**src/rtl/alu_arbiter_if.sv**
```systemverilog
// rtl/alu_arbiter_if.sv - requester and ALU signal bundle for the shared-ALU arbiter
interface alu_arbiter_if;
   logic       req0;
   logic       req1;
   logic [1:0] op0;
   logic [1:0] op1;
   logic [2:0] a0;
   logic [2:0] b0;
   logic [2:0] a1;
   logic [2:0] b1;
   logic       gnt0;
   logic       gnt1;
   logic       done0;
   logic       done1;
   logic [3:0] result;
   logic       busy;
   logic [1:0] alu_sel;
   logic [2:0] alu_a;
   logic [2:0] alu_b;
   logic [3:0] alu_q;

   modport slave (
      input  req0, req1, op0, op1, a0, b0, a1, b1, alu_q,
      output gnt0, gnt1, done0, done1, result, busy, alu_sel, alu_a, alu_b
   );

   modport master (
      output req0, req1, op0, op1, a0, b0, a1, b1, alu_q,
      input  gnt0, gnt1, done0, done1, result, busy, alu_sel, alu_a, alu_b
   );
endinterface

```
**src/rtl/alu_arbiter.sv**
```systemverilog
// rtl/alu_arbiter.sv - round-robin arbiter sharing one combinational ALU between two requesters
module alu_arbiter #(
   parameter int SETTLE_CYCLES = 1
) (
   input logic          clk,
   input logic          rst_n,
   alu_arbiter_if.slave bus
);
   typedef enum logic [1:0] {IDLE, SETTLE, RELEASE} state_t;

   state_t     state;
   logic [3:0] count;
   logic       last;
   logic       owner;
   logic [1:0] sel_r;
   logic [2:0] a_r;
   logic [2:0] b_r;
   logic       gnt0_r;
   logic       gnt1_r;
   logic       done0_r;
   logic       done1_r;
   logic       busy_r;
   logic [3:0] result_r;
   logic       win;
   logic       owner_req;

   // On a tie the requester that was not served last takes the ALU.
   always_comb begin
      win = 1'b0;
      if (bus.req0 && bus.req1) begin
         win = ~last;
      end else if (bus.req1) begin
         win = 1'b1;
      end
   end

   assign owner_req = owner ? bus.req1 : bus.req0;

   always_ff @(posedge clk or negedge rst_n) begin
      if (!rst_n) begin
         state    <= IDLE;
         count    <= 4'd0;
         last     <= 1'b1;
         owner    <= 1'b0;
         sel_r    <= 2'd0;
         a_r      <= 3'd0;
         b_r      <= 3'd0;
         gnt0_r   <= 1'b0;
         gnt1_r   <= 1'b0;
         done0_r  <= 1'b0;
         done1_r  <= 1'b0;
         busy_r   <= 1'b0;
         result_r <= 4'd0;
      end else begin
         done0_r <= 1'b0;
         done1_r <= 1'b0;
         case (state)
            IDLE: begin
               if (bus.req0 || bus.req1) begin
                  owner  <= win;
                  gnt0_r <= ~win;
                  gnt1_r <= win;
                  sel_r  <= win ? bus.op1 : bus.op0;
                  a_r    <= win ? bus.a1 : bus.a0;
                  b_r    <= win ? bus.b1 : bus.b0;
                  count  <= 4'(SETTLE_CYCLES);
                  busy_r <= 1'b1;
                  state  <= SETTLE;
               end
            end
            SETTLE: begin
               count <= count - 4'd1;
               if (count == 4'd1) begin
                  result_r <= bus.alu_q;
                  done0_r  <= ~owner;
                  done1_r  <= owner;
                  state    <= RELEASE;
               end
            end
            RELEASE: begin
               // Grant is held until the owner lets go of its request.
               if (!owner_req) begin
                  gnt0_r <= 1'b0;
                  gnt1_r <= 1'b0;
                  last   <= owner;
                  busy_r <= 1'b0;
                  state  <= IDLE;
               end
            end
            default: state <= IDLE;
         endcase
      end
   end

   assign bus.gnt0    = gnt0_r;
   assign bus.gnt1    = gnt1_r;
   assign bus.done0   = done0_r;
   assign bus.done1   = done1_r;
   assign bus.busy    = busy_r;
   assign bus.result  = result_r;
   assign bus.alu_sel = sel_r;
   assign bus.alu_a   = a_r;
   assign bus.alu_b   = b_r;
endmodule

```
**src/flat_wrapper.sv**
```systemverilog
// flat-port wrapper written by rule: the top's interface ports become plain ports
module alu_arbiter_flat 
#(
   parameter int SETTLE_CYCLES = 1
)
  (clk, rst_n, bus_req0, bus_req1, bus_op0, bus_op1, bus_a0, bus_b0, bus_a1, bus_b1, bus_alu_q, bus_gnt0, bus_gnt1, bus_done0, bus_done1, bus_result, bus_busy, bus_alu_sel, bus_alu_a, bus_alu_b);
  alu_arbiter_if bus_i ();
  input logic clk;
  input logic rst_n;
  input wire logic [$bits(bus_i.req0)-1:0] bus_req0;
  input wire logic [$bits(bus_i.req1)-1:0] bus_req1;
  input wire logic [$bits(bus_i.op0)-1:0] bus_op0;
  input wire logic [$bits(bus_i.op1)-1:0] bus_op1;
  input wire logic [$bits(bus_i.a0)-1:0] bus_a0;
  input wire logic [$bits(bus_i.b0)-1:0] bus_b0;
  input wire logic [$bits(bus_i.a1)-1:0] bus_a1;
  input wire logic [$bits(bus_i.b1)-1:0] bus_b1;
  input wire logic [$bits(bus_i.alu_q)-1:0] bus_alu_q;
  output wire logic [$bits(bus_i.gnt0)-1:0] bus_gnt0;
  output wire logic [$bits(bus_i.gnt1)-1:0] bus_gnt1;
  output wire logic [$bits(bus_i.done0)-1:0] bus_done0;
  output wire logic [$bits(bus_i.done1)-1:0] bus_done1;
  output wire logic [$bits(bus_i.result)-1:0] bus_result;
  output wire logic [$bits(bus_i.busy)-1:0] bus_busy;
  output wire logic [$bits(bus_i.alu_sel)-1:0] bus_alu_sel;
  output wire logic [$bits(bus_i.alu_a)-1:0] bus_alu_a;
  output wire logic [$bits(bus_i.alu_b)-1:0] bus_alu_b;
  assign bus_i.req0 = bus_req0;
  assign bus_i.req1 = bus_req1;
  assign bus_i.op0 = bus_op0;
  assign bus_i.op1 = bus_op1;
  assign bus_i.a0 = bus_a0;
  assign bus_i.b0 = bus_b0;
  assign bus_i.a1 = bus_a1;
  assign bus_i.b1 = bus_b1;
  assign bus_i.alu_q = bus_alu_q;
  assign bus_gnt0 = bus_i.gnt0;
  assign bus_gnt1 = bus_i.gnt1;
  assign bus_done0 = bus_i.done0;
  assign bus_done1 = bus_i.done1;
  assign bus_result = bus_i.result;
  assign bus_busy = bus_i.busy;
  assign bus_alu_sel = bus_i.alu_sel;
  assign bus_alu_a = bus_i.alu_a;
  assign bus_alu_b = bus_i.alu_b;
  alu_arbiter #(.SETTLE_CYCLES(SETTLE_CYCLES)) u_core (.clk(clk), .rst_n(rst_n), .bus(bus_i));
endmodule
```
**config.mk**
```make
export PLATFORM = sky130hd
export DESIGN_NAME = alu_arbiter_flat
export DESIGN_NICKNAME = d
export VERILOG_FILES = /design/src/rtl/alu_arbiter_if.sv /design/src/rtl/alu_arbiter.sv /design/src/flat_wrapper.sv
export SDC_FILE = /design/constraint.sdc
export NUM_CORES = 1
export LEC_CHECK = 0
export ABC_AREA = 1
export CORE_ASPECT_RATIO = 1.5
export CORE_MARGIN = 2
export CORE_UTILIZATION = 40
export CTS_CLUSTER_SIZE = 28
export DETAILED_ROUTE_END_ITERATION = 12
export GPL_TIMING_DRIVEN = 0
export PLACE_DENSITY = 0.8
export SLEW_MARGIN = 30
export SYNTH_ARGS = -nofsm -noshare
export SYNTH_HDL_FRONTEND = slang
export SYNTH_SLANG_ARGS = --single-unit
```
**constraint.sdc**
```tcl
create_clock -name clk -period 3 [get_ports clk]
set_input_delay 0.6 -clock clk [delete_from_list [all_inputs] [get_ports clk]]
set_output_delay 0.6 -clock clk [all_outputs]
set_load 0.02 [all_outputs]
```
==> metrics.md <==
| Metric | Value |
|---|---|
| Mean post-synth cell area | `8.862 sq um` |
| Synth top area share | `50.96%` |
| Total of fill cells in the finished design | `247` |
| Count of different cell masters after synthesis | `22` |
| Number of setup violations in the final report | `0` |
| Area growth from synthesis to layout | `41.51%` |
| Sequential element share of the synthesized area | `53.18%` |
| Number of placement rows | `24` |
| Number of nets in the finished design | `204` |
| Number of buffer and inverter instances along the worst setup path | `1` |
| Initial cell density of the core | `41.32%` |
| Period minus WS final | `1.853 ns` |
| Compound-cell area share of the yosys netlist | `8.493%` |
| Synth top area cells | `sky130_fd_sc_hd__dfrtp_1 51%, sky130_fd_sc_hd__nand2_1 12%, sky130_fd_sc_hd__nand3_1 8.9%` |
| Worst-skew pair later-pin latency | `0.27 ns` |
| Slew headroom | `63.78%` |
| Proportion of power drawn by combinational gates | `54.3%` |
| Post-Syn Instances | `133` |
| Leak | `0.8038 nW` |
| CTS max path bufs | `2` |
| Leading cell types in the layout, fill and taps excluded | `39 x sky130_fd_sc_hd__clkdlybuf4s50_1, 38 x sky130_fd_sc_hd__nand2_1, 24 x sky130_fd_sc_hd__dfrtp_1` |
| Worst IR drop on VDD | `0.6009 mV` |
| Number of buffers created by CTS | `3` |
| Setup TNS after final layout | `0 ns` |
| Internal reg-to-reg setup slack | `1.72 ns` |
| Number of hold-slack violations in the final timing report | `0` |
| Maximum fanout along the worst path | `2` |
| Global-route wire length before repair | `4.609 mm` |
| CP Cell Sequence | `clkdlybuf4s50_1` |
| Worst Setup End Kind | `output port` |
| Post-synthesis mux area share | `0%` |
| Area taken by flip-flops and latches | `626.9 sq um` |
| Critical Path Max Stage Delay | `0.61 ns` |
| Data required time of the worst path | `2.40 ns` |
| Post-Synth Simple-Gate Area | `28.56%` |
| Maximum number of pins on one net before global-route repair | `26` |
| Antenna diode count | `0` |
| Post-synthesis net count | `159` |
| Initial DRT Pass Iterations | `5` |
| Startpoint type of the worst setup path | `flip-flop` |
| Critical path arrival | `1.25 ns` |
| Die area | `0.003406 sq mm` |
| Fraction of the cycle the final worst path needs | `61.78%` |
| Power, Total | `1.756 mW` |
| CTS Root Buffer Type | `sky130_fd_sc_hd__clkbuf_8` |
| Number of routed nets with antenna violations | `0` |
| Adder-cell area share of the yosys netlist | `2.123%` |
| Average vias per placed instance | `4.889` |
| # hold bufs at CTS | `0` |
| Most area-hungry cell type in the Yosys netlist | `sky130_fd_sc_hd__dfrtp_1` |
| Quantity of I/O buffers inserted on ports | `40` |
| Total internal power | `1.006 mW` |
| Sequential fraction of design power | `34.5%` |
| 1st-iter DRT viols | `26` |
| Fraction of power spent switching nets | `42.70%` |
| Clock Power Share | `11.2%` |
| Setup skew after layout | `0.003429 ns` |
| P per Cell Area | `1053 mW/mm^2` |
| Routed WL per cell | `13.13 um` |
| Global-route total usage across every layer | `17.79%` |
| Top Family by Delay on Critical Path | `buffers and inverters` |
| Clock tree from TritonCTS | `yes` |
| Synthesized-area fraction occupied by xor and xnor cells | `0%` |
| Cell with the largest stage delay on the worst path | `sky130_fd_sc_hd__clkdlybuf4s50_1` |
| Type of the worst setup path | `flip-flop to output port` |
| Post-CTS sizing | `0` |
| Result of the run | `finished, final reports clean` |
| Clock transition time at the flip-flop clock pins of the worst setup and hold paths | `0.08 ns` |
| I/O pin cnt | `41` |
| Detailed-placement wirelength estimate | `2.177 mm` |
| DRC | `0` |
| Number of global-route vias before repair | `1093` |
| Netlist area before placement | `0.001179 sq mm` |
| Least-Margin Pin Slew | `0.5434 ns` |
| Main combinational cell family by area after synthesis | `simple AND/OR/NAND/NOR gates` |
| Die Width | `48.32 um` |
| Max-cap viol count | `0` |
| Net switching power figure | `0.7497 mW` |
| Wire length reported by the detailed router | `2.837 mm` |
| Area of the multi-input gates | `461.7 sq um` |
| Core Footprint | `0.002853 sq mm` |
| Path category of the worst min-delay check | `input port to asynchronous set/reset pin` |
| Height of the die | `70.48 um` |
| Fraction of final layout cells with drive strength greater than 1 | `12.43%` |
| Sink Count | `25` |
| Slew Viols, Final | `0` |
| # H-tree levels | `1` |
| Number of warnings issued by yosys | `0` |
| Gp weighted congestion | `0.7379` |
| Buffers inserted during post-CTS setup optimization | `0` |
| Via count | `1056` |
| Unrepaired setup endpoints after global routing | `false` |
| Highest clock rate | `539.6 MHz` |
| Leading cell type in the layout, fill and taps excluded | `sky130_fd_sc_hd__clkdlybuf4s50_1` |
| Number of antenna violations at the first check in global routing | `0` |
| Aggregate global routing overflow | `0` |
| Flop and latch count out of synthesis | `25` |
[worst register-to-register path: stages, from the launching register on]
cell	delay, ns
sky130_fd_sc_hd__dfrtp_1	0.45
sky130_fd_sc_hd__nor2_4	0.26
sky130_fd_sc_hd__o21ai_4	0.14
sky130_fd_sc_hd__buf_6	0.16
sky130_fd_sc_hd__nand2_1	0.06
sky130_fd_sc_hd__nand3_1	0.09
[layer usage]
| layer | up-vias | share of wire [%] | GRT usage (%) |
|---|---|---|---|
| li1 | 510 | - | - |
| met1 | 504 | 39 | 18.11 |
| met2 | 35 | 53 | 32.10 |
| met3 | 7 | 4.8 | 4.060 |
| met4 | 0 | 2.6 | 11.43 |
| met5 | - | 0 | 0 |
[final timing paths]
check	depth (start not counted)	endpoint	from
max reg2reg	5	u_core.bus.alu_sel[1]	u_core.state[1]
max in group asynchronous	1	u_core.last	rst_n
min reg2reg	1	u_core.bus.done0	u_core.owner
max	1	bus_result[0]	u_core.bus.result[0]
min in group clk	1	u_core.bus.done0	u_core.owner
min	1	u_core.count[0]	rst_n
[power groups by stage]
stage / combinational [mW] / sequential, mW / clock, mW
2_1_floorplan: 0.460 / 0.727 / 0
3_3_place_gp: 0.914 / 0.601 / 0
3_5_place_dp: 0.962 / 0.607 / 0
4_1_cts: 0.965 / 0.605 / 0.200
5_1_grt: 1.04 / 0.622 / 0.215
6_report: 0.954 / 0.605 / 0.197
[layout make-up]
class	instances	area share (%)
repair buffers	40	23.71
clock buffers	4	2.701
flip-flops and latches	25	37.58
inverters	16	3.751
plain buffers	3	1.650
multi-input cells	89	27.68
well taps	39	2.926
[metrics by stage]
step / worst slack, ns / cell area [sq um] / instances / util (%) / hold WS, ns
floorplan: 1.838 / 1179 / 133 / - / 0.3044
global placement: 1.074 / 1628 / 212 / 57.06 / 0.4513
detailed placement: 1.070 / 1623 / 212 / 56.89 / 0.4605
CTS: 1.133 / 1668 / 216 / 58.46 / 0.3250
global route: 1.106 / 1668 / 216 / 58.46 / 0.3532
finish: 1.147 / 1668 / 216 / 58.46 / 0.3049
[logic make-up after synthesis]
logic type / after synthesis
adder cells (fa/ha/maj): 2
flip-flops: 25
AND/OR/NAND/NOR: 73
AO/OA/AOI/OAI: 14
buffers and inverters: 19
[registers in the layout, indices dropped and copies added, names as in the netlist]
| signal | count |
|---|---|
| u_core.count | 4 |
| u_core.bus.done0 | 1 |
| u_core.state | 2 |
| u_core.owner | 1 |
| u_core.bus.busy | 1 |
| u_core.bus.done1 | 1 |
| u_core.bus.alu_a | 3 |
| u_core.last | 1 |
| u_core.bus.gnt1 | 1 |
| u_core.bus.result | 4 |
| u_core.bus.alu_sel | 2 |
| u_core.bus.alu_b | 3 |
| u_core.bus.gnt0 | 1 |
[synthesized netlist by cell type]
library cell,number
sky130_fd_sc_hd__nand4_1,1
sky130_fd_sc_hd__nor2_2,1
sky130_fd_sc_hd__ha_1,2
sky130_fd_sc_hd__nand3_1,21
sky130_fd_sc_hd__inv_4,1
sky130_fd_sc_hd__o31ai_1,1
sky130_fd_sc_hd__nand2_2,3
sky130_fd_sc_hd__o22ai_1,1
sky130_fd_sc_hd__dfstp_2,1
sky130_fd_sc_hd__o21ai_1,2
sky130_fd_sc_hd__nand4_2,1
sky130_fd_sc_hd__buf_2,1
sky130_fd_sc_hd__nor2_4,2
sky130_fd_sc_hd__dfrtp_1,24
sky130_fd_sc_hd__inv_1,14
sky130_fd_sc_hd__inv_2,1
sky130_fd_sc_hd__nor2_1,6
sky130_fd_sc_hd__o21ai_4,1
sky130_fd_sc_hd__o21ai_2,4
sky130_fd_sc_hd__buf_6,2
sky130_fd_sc_hd__o21ai_0,5
sky130_fd_sc_hd__nand2_1,38
No activity file was read; power rests on OpenSTA's default activity.
